--- config.mk ---
export PLATFORM = sky130hd
export DESIGN_NAME = sd_dev_data_tx_ctrl_flat
export DESIGN_NICKNAME = d
export VERILOG_FILES = /design/src/rtl/sd_dev_data_tx_ctrl_if.sv /design/src/rtl/sd_dev_data_tx_ctrl.sv /design/src/flat_wrapper.sv
export SDC_FILE = /design/constraint.sdc
export NUM_CORES = 1
export LEC_CHECK = 0
export CORE_MARGIN = 2
export CORE_UTILIZATION = 35
export CTS_CLUSTER_DIAMETER = 100
export DETAILED_ROUTE_END_ITERATION = 6
export GPL_TIMING_DRIVEN = 0
export SLEW_MARGIN = 20
export SYNTH_ARGS = -nofsm -noshare
export SYNTH_HDL_FRONTEND = slang
export SYNTH_SLANG_ARGS = --single-unit
--- constraint.sdc ---
create_clock -name clk -period 5.9 [get_ports clk]
set_input_delay 1.18 -clock clk [delete_from_list [all_inputs] [get_ports clk]]
set_output_delay 1.18 -clock clk [all_outputs]
set_load 0.02 [all_outputs]
--- src/rtl/sd_dev_data_tx_ctrl_if.sv ---
// Byte-stream handshake, control and SD data-bus signals of the device-side
// 4-bit data transmit sequencer. master = block-buffer/function side, slave = sequencer.
interface sd_dev_data_tx_ctrl_if;
    logic        i_locked;
    logic        i_start;
    logic [15:0] i_block_count;
    logic        i_abort;
    logic [7:0]  i_data;
    logic        i_data_valid;
    logic        o_data_ready;
    logic        o_sd_data_dir;
    logic [7:0]  o_sd_data_out;
    logic        o_busy;
    logic        o_block_sent;
    logic        o_done;
    logic        o_underflow;

    modport master (
        output i_locked, i_start, i_block_count, i_abort, i_data, i_data_valid,
        input  o_data_ready, o_sd_data_dir, o_sd_data_out, o_busy, o_block_sent,
               o_done, o_underflow
    );

    modport slave (
        input  i_locked, i_start, i_block_count, i_abort, i_data, i_data_valid,
        output o_data_ready, o_sd_data_dir, o_sd_data_out, o_busy, o_block_sent,
               o_done, o_underflow
    );
endinterface

--- src/rtl/sd_dev_data_tx_ctrl.sv ---
// Device-side SD 4-bit data transmit sequencer: frames a byte stream into blocks
// (start nibble, payload, per-line CRC16, end nibble) and drives the PHY direction.
module sd_dev_data_tx_ctrl #(
    parameter int BLOCK_SIZE  = 512,
    parameter int GAP_CYCLES  = 2,
    parameter int TURN_CYCLES = 1
) (
    input  logic                  clk,
    input  logic                  rst,
    sd_dev_data_tx_ctrl_if.slave  bus
);
    typedef enum logic [2:0] {
        S_IDLE, S_START, S_DATA, S_CRC, S_END, S_GAP, S_TURN
    } state_t;

    localparam logic [15:0] NBYTES    = 16'(BLOCK_SIZE);
    localparam logic [15:0] LAST_BYTE = 16'(BLOCK_SIZE - 1);
    localparam logic [15:0] LAST_GAP  = 16'(GAP_CYCLES - 1);
    localparam logic [15:0] LAST_TURN = 16'(TURN_CYCLES - 1);

    state_t           st;
    logic [15:0]      cnt;
    logic [15:0]      remaining;
    logic [3:0][15:0] crc;
    logic             aborted;
    logic             stop;
    logic [7:0]       tx_byte;
    logic [15:0]      next_idx;

    // Serial CRC16-CCITT (x^16+x^12+x^5+1), one bit MSB-first.
    function automatic logic [15:0] crc_step(input logic [15:0] c, input logic d);
        return {c[14:0], 1'b0} ^ ((c[15] ^ d) ? 16'h1021 : 16'h0000);
    endfunction

    // Each DAT line absorbs its high-nibble bit first, then its low-nibble bit.
    function automatic logic [3:0][15:0] crc_byte(input logic [3:0][15:0] c,
                                                  input logic [7:0] b);
        logic [3:0][15:0] r;
        r[0] = crc_step(crc_step(c[0], b[4]), b[0]);
        r[1] = crc_step(crc_step(c[1], b[5]), b[1]);
        r[2] = crc_step(crc_step(c[2], b[6]), b[2]);
        r[3] = crc_step(crc_step(c[3], b[7]), b[3]);
        return r;
    endfunction

    function automatic logic [7:0] crc_out(input logic [3:0][15:0] c, input logic [2:0] idx);
        logic [3:0][15:0] s;
        s[0] = c[0] << {idx, 1'b0};
        s[1] = c[1] << {idx, 1'b0};
        s[2] = c[2] << {idx, 1'b0};
        s[3] = c[3] << {idx, 1'b0};
        return {s[3][15], s[2][15], s[1][15], s[0][15], s[3][14], s[2][14], s[1][14], s[0][14]};
    endfunction

    assign stop     = bus.i_abort | ~bus.i_locked;
    assign tx_byte  = bus.i_data_valid ? bus.i_data : 8'h00;
    assign next_idx = (st == S_START) ? 16'd0 : cnt + 16'd1;

    // State names describe what is on the wire this cycle; o_data_ready leads the
    // wire by one cycle so the byte accepted now is transmitted in the next slot.
    always_ff @(posedge clk) begin
        if (rst) begin
            st                <= S_IDLE;
            cnt               <= '0;
            remaining         <= '0;
            crc               <= '0;
            aborted           <= 1'b0;
            bus.o_sd_data_dir <= 1'b0;
            bus.o_sd_data_out <= 8'hFF;
            bus.o_data_ready  <= 1'b0;
            bus.o_busy        <= 1'b0;
            bus.o_block_sent  <= 1'b0;
            bus.o_done        <= 1'b0;
            bus.o_underflow   <= 1'b0;
        end else begin
            bus.o_block_sent <= 1'b0;
            bus.o_done       <= 1'b0;
            bus.o_underflow  <= 1'b0;
            unique case (st)
                S_IDLE: begin
                    if (bus.i_start && bus.i_locked) begin
                        if (bus.i_block_count != '0) begin
                            st                <= S_START;
                            remaining         <= bus.i_block_count;
                            aborted           <= 1'b0;
                            crc               <= '0;
                            bus.o_busy        <= 1'b1;
                            bus.o_sd_data_dir <= 1'b1;
                            bus.o_sd_data_out <= 8'hF0;
                            bus.o_data_ready  <= 1'b1;
                        end else begin
                            bus.o_done <= 1'b1;
                        end
                    end
                end
                S_START, S_DATA: begin
                    if (stop) begin
                        st                <= S_END;
                        aborted           <= 1'b1;
                        bus.o_sd_data_out <= 8'hFF;
                        bus.o_data_ready  <= 1'b0;
                    end else if (st == S_DATA && cnt == LAST_BYTE) begin
                        st                <= S_CRC;
                        cnt               <= '0;
                        bus.o_sd_data_out <= crc_out(crc, 3'd0);
                        bus.o_data_ready  <= 1'b0;
                    end else begin
                        st                <= S_DATA;
                        cnt               <= next_idx;
                        crc               <= crc_byte(crc, tx_byte);
                        bus.o_sd_data_out <= tx_byte;
                        bus.o_underflow   <= ~bus.i_data_valid;
                        bus.o_data_ready  <= (next_idx + 16'd1) < NBYTES;
                    end
                end
                S_CRC: begin
                    if (stop) begin
                        st                <= S_END;
                        aborted           <= 1'b1;
                        bus.o_sd_data_out <= 8'hFF;
                    end else if (cnt[2:0] == 3'd7) begin
                        st                <= S_END;
                        remaining         <= remaining - 16'd1;
                        bus.o_block_sent  <= 1'b1;
                        bus.o_sd_data_out <= 8'hFF;
                    end else begin
                        cnt               <= cnt + 16'd1;
                        bus.o_sd_data_out <= crc_out(crc, cnt[2:0] + 3'd1);
                    end
                end
                S_END: begin
                    cnt <= '0;
                    st  <= (aborted || remaining == '0) ? S_TURN : S_GAP;
                end
                S_GAP: begin
                    if (stop) begin
                        st  <= S_TURN;
                        cnt <= '0;
                    end else if (cnt == LAST_GAP) begin
                        st                <= S_START;
                        crc               <= '0;
                        bus.o_sd_data_out <= 8'hF0;
                        bus.o_data_ready  <= 1'b1;
                    end else begin
                        cnt <= cnt + 16'd1;
                    end
                end
                S_TURN: begin
                    if (cnt == LAST_TURN) begin
                        st                <= S_IDLE;
                        bus.o_sd_data_dir <= 1'b0;
                        bus.o_busy        <= 1'b0;
                        bus.o_done        <= 1'b1;
                    end else begin
                        cnt <= cnt + 16'd1;
                    end
                end
                default: st <= S_IDLE;
            endcase
        end
    end
endmodule
--- src/flat_wrapper.sv ---
// flat-port wrapper written by rule: the top's interface ports become plain ports
module sd_dev_data_tx_ctrl_flat 
#(
    parameter int BLOCK_SIZE  = 512,
    parameter int GAP_CYCLES  = 2,
    parameter int TURN_CYCLES = 1
)
  (clk, rst, bus_i_locked, bus_i_start, bus_i_block_count, bus_i_abort, bus_i_data, bus_i_data_valid, bus_o_data_ready, bus_o_sd_data_dir, bus_o_sd_data_out, bus_o_busy, bus_o_block_sent, bus_o_done, bus_o_underflow);
  sd_dev_data_tx_ctrl_if bus_i ();
  input  logic clk;
  input  logic rst;
  input wire logic [$bits(bus_i.i_locked)-1:0] bus_i_locked;
  input wire logic [$bits(bus_i.i_start)-1:0] bus_i_start;
  input wire logic [$bits(bus_i.i_block_count)-1:0] bus_i_block_count;
  input wire logic [$bits(bus_i.i_abort)-1:0] bus_i_abort;
  input wire logic [$bits(bus_i.i_data)-1:0] bus_i_data;
  input wire logic [$bits(bus_i.i_data_valid)-1:0] bus_i_data_valid;
  output wire logic [$bits(bus_i.o_data_ready)-1:0] bus_o_data_ready;
  output wire logic [$bits(bus_i.o_sd_data_dir)-1:0] bus_o_sd_data_dir;
  output wire logic [$bits(bus_i.o_sd_data_out)-1:0] bus_o_sd_data_out;
  output wire logic [$bits(bus_i.o_busy)-1:0] bus_o_busy;
  output wire logic [$bits(bus_i.o_block_sent)-1:0] bus_o_block_sent;
  output wire logic [$bits(bus_i.o_done)-1:0] bus_o_done;
  output wire logic [$bits(bus_i.o_underflow)-1:0] bus_o_underflow;
  assign bus_i.i_locked = bus_i_locked;
  assign bus_i.i_start = bus_i_start;
  assign bus_i.i_block_count = bus_i_block_count;
  assign bus_i.i_abort = bus_i_abort;
  assign bus_i.i_data = bus_i_data;
  assign bus_i.i_data_valid = bus_i_data_valid;
  assign bus_o_data_ready = bus_i.o_data_ready;
  assign bus_o_sd_data_dir = bus_i.o_sd_data_dir;
  assign bus_o_sd_data_out = bus_i.o_sd_data_out;
  assign bus_o_busy = bus_i.o_busy;
  assign bus_o_block_sent = bus_i.o_block_sent;
  assign bus_o_done = bus_i.o_done;
  assign bus_o_underflow = bus_i.o_underflow;
  sd_dev_data_tx_ctrl #(.BLOCK_SIZE(BLOCK_SIZE), .GAP_CYCLES(GAP_CYCLES), .TURN_CYCLES(TURN_CYCLES)) u_core (.clk(clk), .rst(rst), .bus(bus_i));
endmodule
---- Word-level counts from Yosys, hierarchy flattened ----
Cells that the tools add are included.
word-level totals
  register bits ........................... 113
  latch bits .............................. 0
  memory bits (writable) .................. 0
  memory bits (read-only) ................. 0
  bits of input ports ..................... 30
  output and inout port bits .............. 14
  word-level logic and storage cells ...... 161
  memories kept ........................... 0
cells by class
  add/subtract/negate cells ............... 4
  multiply operators ...................... 0
  div/mod/pow operators ................... 0
  order comparisons ....................... 1
  eq/ne operators ......................... 24
  shift operators ......................... 4
  muxes and demuxes ....................... 68
  bitwise operators ....................... 21
  reductions and logical operators ........ 25
operator list
  cell                                                                             number
  64-bit 2-to-1 mux                                                                6
  16-bit 2-to-1 mux                                                                12
  64-bit case mux with 3 select lines                                              1
  16-bit XOR                                                                       8
  13-bit 2-to-1 mux                                                                8
  16-bit case mux with 5 select lines                                              1
  8-bit 2-to-1 mux                                                                 9
  16-bit by 4-bit << shifter with 16-bit output                                    4
  16-bit by 1-bit adder with 16-bit output (second input constant)                 2
  16-bit zero test                                                                 2
  16-bit case mux with 2 select lines                                              1
  8-bit case mux with 4 select lines                                               1
  3-bit 2-to-1 mux                                                                 8
  5-bit AND reduction                                                              4
  3-bit case mux with 6 select lines                                               1
  16-bit by 1-bit == test with 1-bit output (second input constant)                1
  16-bit by 9-bit == test with 1-bit output (second input constant)                1
  16-bit by 10-bit less-than comparator with 1-bit output (second input constant)  1
  16-bit nonzero test                                                              1
  16-bit by 1-bit subtractor with 16-bit output (second input constant)            1
  1-bit 2-to-1 mux                                                                 15
  3-bit == test (second input constant)                                            4
  2-bit by 1-bit != test with 1-bit output (second input constant)                 6
  2-bit != test (second input constant)                                            6
  24 further kinds                                                                 43

---- Logic depth before layout (Yosys ltp) ----
  word-level depth ........................ 10
  gate-level depth with buffers ........... 12
  gate-level depth less buffers ........... 9

---- Worst setup path before layout ----
OpenSTA, ideal clock, no wires.
  path kind ............................... reg-to-reg
  from .................................... register u_core.cnt[0]
  to ...................................... register u_core.bus.o_data_ready
  setup time .............................. 0.129 ns
  arrival time ............................ 3.647 ns
  data required time ...................... 5.771 ns
  path slack .............................. 2.123 ns
  stages on the path, launching flop included .. 13
  buffers on the path ..................... 3
  clock period less this slack ............ 3.777 ns
  cells stage by stage .................... dfxtp_1 buf_1 clkbuf_1 inv_1 ha_1 clkbuf_1 nor2b_1 o2111ai_1 or3_1 a2111oi_0 nor3_1 a311oi_1 nor4_1
between the ends
  cells in the longest elaborated chain, start to end .. 7
  elaborated cells on any way between the ends .. 12
  classes of those cells .................. 2 x add/sub; 1 x order compare; 3 x eq/ne; 4 x mux; 2 x reduce/logical
RTL lines
  element                                                  RTL line                      source
  start, declared                                          sd_dev_data_tx_ctrl.sv:22     logic [15:0] cnt;
  start signal, assigned                                   sd_dev_data_tx_ctrl.sv:109    cnt <= next_idx;
  start signal, assigned                                   sd_dev_data_tx_ctrl.sv:127    cnt <= cnt + 16'd1;
  start signal, assigned                                   sd_dev_data_tx_ctrl.sv:145    cnt <= cnt + 16'd1;
  16-bit by 1-bit adder with 16-bit output                 sd_dev_data_tx_ctrl.sv:57     assign next_idx = (st == S_START) ? 16'd0 : cnt + 16'd1;
  16-bit 2-to-1 mux                                        sd_dev_data_tx_ctrl.sv:57
  16-bit by 1-bit adder with 16-bit output                 sd_dev_data_tx_ctrl.sv:113    bus.o_data_ready <= (next_idx + 16'd1) < NBYTES;
  16-bit by 10-bit less-than comparator with 1-bit output  sd_dev_data_tx_ctrl.sv:113
  1-bit 2-to-1 mux                                         sd_dev_data_tx_ctrl.sv:102    end else if (st == S_DATA && cnt == LAST_BYTE) begin
  1-bit 2-to-1 mux                                         sd_dev_data_tx_ctrl.sv:97     if (stop) begin
  1-bit case mux with 3 select lines                       sd_dev_data_tx_ctrl.sv:79     unique case (st)
  end signal, assigned                                     sd_dev_data_tx_ctrl.sv:113
  end, declared                                            sd_dev_data_tx_ctrl_if.sv:26  output o_data_ready, o_sd_data_dir, o_sd_data_out, o_busy, o_block_sent,
Parallel ways exist; a longest one is shown, timed or not.
A chain may end at the register's enable or synchronous reset.

---- Worst setup path after layout ----
Ends and elaborated chain as after synthesis.

==> out/qor.yml <==
max_stage_delay_ns: 0.77
wl_per_cell_um: 17.9
hp-class: "flip-flop to flip-flop"
stdcell_count: 1106
max_cap_viol_count: 0
area_growth_pct: 19.8
drive_gt1_frac: 0.0889
die_y_um: 138
io_pins: 44
rows: 49
slowest_stage: "a2111oi_0"
synth_seq_cells: 113
cts_buffers: 17
worstSetupPathType: "flip-flop to flip-flop"
status: "complete, no violations"
post-route-period-util: 0.902
grt_usage: 0.209
insertion_delay_ns: 0.42
worst_slack_ns: 0.580
worstPathCellList: "buf_1 -> clkbuf_1 -> inv_1 -> ha_1 -> clkbuf_1 -> nor2b_1 -> o2111ai_1 -> or3_1 -> a2111oi_0 -> nor3_1 -> a311oi_1 -> nor4_1"
routed_via_density: 5.76
final-hold-violation-count: 0
synth_edf_count: 0
grt_pass1_wl_mm: 31.9
die_w_um: 138
layout.nets: 899
relSlewSlack: 0.325
rsz0062_at_grt: "false"
end_kind: "flip-flop"
cts_resized: 0
crit_family: "buffers and inverters"
dr.pass1.iters: 5
fin_crit_ns: 5.32
tightest_slew_ns: 1.01
synth.distinct_cells: 62
path_buf_inv: 4
gp_congestion: 0.917
routed_wl_mm: 19.8
async_reset_ff_frac: 0
insertedDiodeCount: 0
port-buffer-count: 42
vias: 6368
cts_root_buffer: "clkbuf_16"
start_util: 0.354
grt_max_degree: 17
max_freq_mhz: 188
required_ns: 6.17
drc_errors: 0
grt_pass1_vias: 5762
total_power_mw: 3.48
post_cts_buffers: 0
avgSynthCellArea_um2: 7.84
syn_nets: 838
place_hpwl_mm: 13.7
dp_cells: 1074
rrSetupSlack_ns: 0.58
start_kind: "flip-flop"
crit_arrival_ns: 5.59
syn_area_um2: 6290
synthFlopType: "dfxtp_1"
power_density_nw_per_um2: 462
clk_pin_slew_ns: 0.06
worstRegToRegCells: 12
die_area_um2: 19100
tns_ns: 0
synth_cells: 803
cts_max_level: 4
slew_violations: 0
tritoncts: "done"
clkSinkCount: 113
holdPathStages: 2
final-setup-viol-count: 0
path_depth: 12
grt_overflow: 0
core-area_um2: 17800
route.antenna.remaining_nets: 0
antenna_found_initial: 0
drtIter0Drc: 652
finalClockSkew_ns: 0.00970
clock_path_buffers: 2
peakVddDrop_mv: 0.232
p_leak_nw: 2.43
seq_area_frac_synth: 0.359
cp_max_fo: 10
cp_common_cell: "clkbuf_1"
pre_cts_slack_ns: 0.600
ys_warn_count: 0
hold_buffers: 0
[per-stage QoR]
stage	area [µm²]	util	hold slack (ns)
final	7540	0.424	0.465
after detailed placement	7010	0.394	0.461
after floorplan	6290	-	0.442
after global routing	7540	0.424	0.481
after global placement	7000	0.394	0.455
after CTS	7540	0.424	0.469
[state kept, by name (all words and copies together) (netlist names)]
| name | cells |
|---|---|
| u_core.aborted | 1 |
| u_core.bus.o_block_sent | 1 |
| u_core.bus.o_data_ready | 1 |
| u_core.bus.o_done | 1 |
| u_core.bus.o_sd_data_dir | 1 |
| u_core.bus.o_sd_data_out | 8 |
| u_core.bus.o_underflow | 1 |
| u_core.cnt | 16 |
| u_core.crc | 64 |
| u_core.remaining | 16 |
| u_core.st | 3 |
[cell usage after synthesis (12+ instances only)]
library cell    n  area [µm²]
xor2_1         12         105
dfxtp_1       113        2260
nand2_1       121         454
a211oi_1       16         120
or3_1          18         113
nand3_1        64         320
mux4_2         16         360
nor2_1         49         184
nor4_1         12        75.1
nor3_1         14        70.1
xnor2_1        19         166
a21oi_1       105         526
o21ai_0        45         225
clkbuf_1       52         195
[worst min-delay path: stages (launching register included)]
cell     delay, ns
dfxtp_1       0.32
nand2_1       0.05
a21oi_1       0.05
[per-layer routing]
layer,up-vias,track usage,wire length (µm)
li1,3045,-,-
met1,3018,0.295,9090
met2,272,0.316,8900
met3,33,0.0488,1490
met4,0,0.0655,325
met5,-,0,0
[cells by family after synthesis]
| family | synth area share |
|---|---|
| AOI/OAI and AO/OA | 0.213 |
| xor gates and xnor gates | 0.0431 |
| adders and majority gates | 0.00994 |
| buffers and inverters | 0.0497 |
| DFF | 0.359 |
| muxes | 0.0716 |
| and+or+nand+nor | 0.254 |
[placed cells by master, fill, tap and decap left out, types with 16 or more instances in the layout]
cell type,Yosys,final
nand2_1,121,121
dfxtp_1,113,113
a21oi_1,105,105
nand3_1,64,64
clkbuf_1,52,54
nor2_1,49,49
o21ai_0,45,45
clkdlybuf4s50_1,0,42
xnor2_1,19,19
or3_1,18,18
clkbuf_16,0,17
mux4_2,16,16
a211oi_1,16,16
[where the power goes]
part           switching, mW  internal [mW]
logic                   1.09          0.492
clock network          0.392          0.542
registers             0.0961          0.870
[path summary, 6_finish.rpt]
path                                     start                      end
worst min register to register  u_core.crc[13]           u_core.crc[13]
worst max-delay path             u_core.cnt[0]  u_core.bus.o_data_ready
worst max register to register   u_core.cnt[0]  u_core.bus.o_data_ready
worst min-delay path            u_core.crc[13]           u_core.crc[13]
[layout make-up]
type,count,area [µm²]
fillers,1813,10200
multi-input cells,615,3730
flip-flops and latches,113,2260
clock buffers,19,433
repair buffers,42,420
plain buffers,68,287
well taps,229,287
clock inverters,13,103
inverters,7,26.3
No activity file was read; power rests on OpenSTA's default activity.
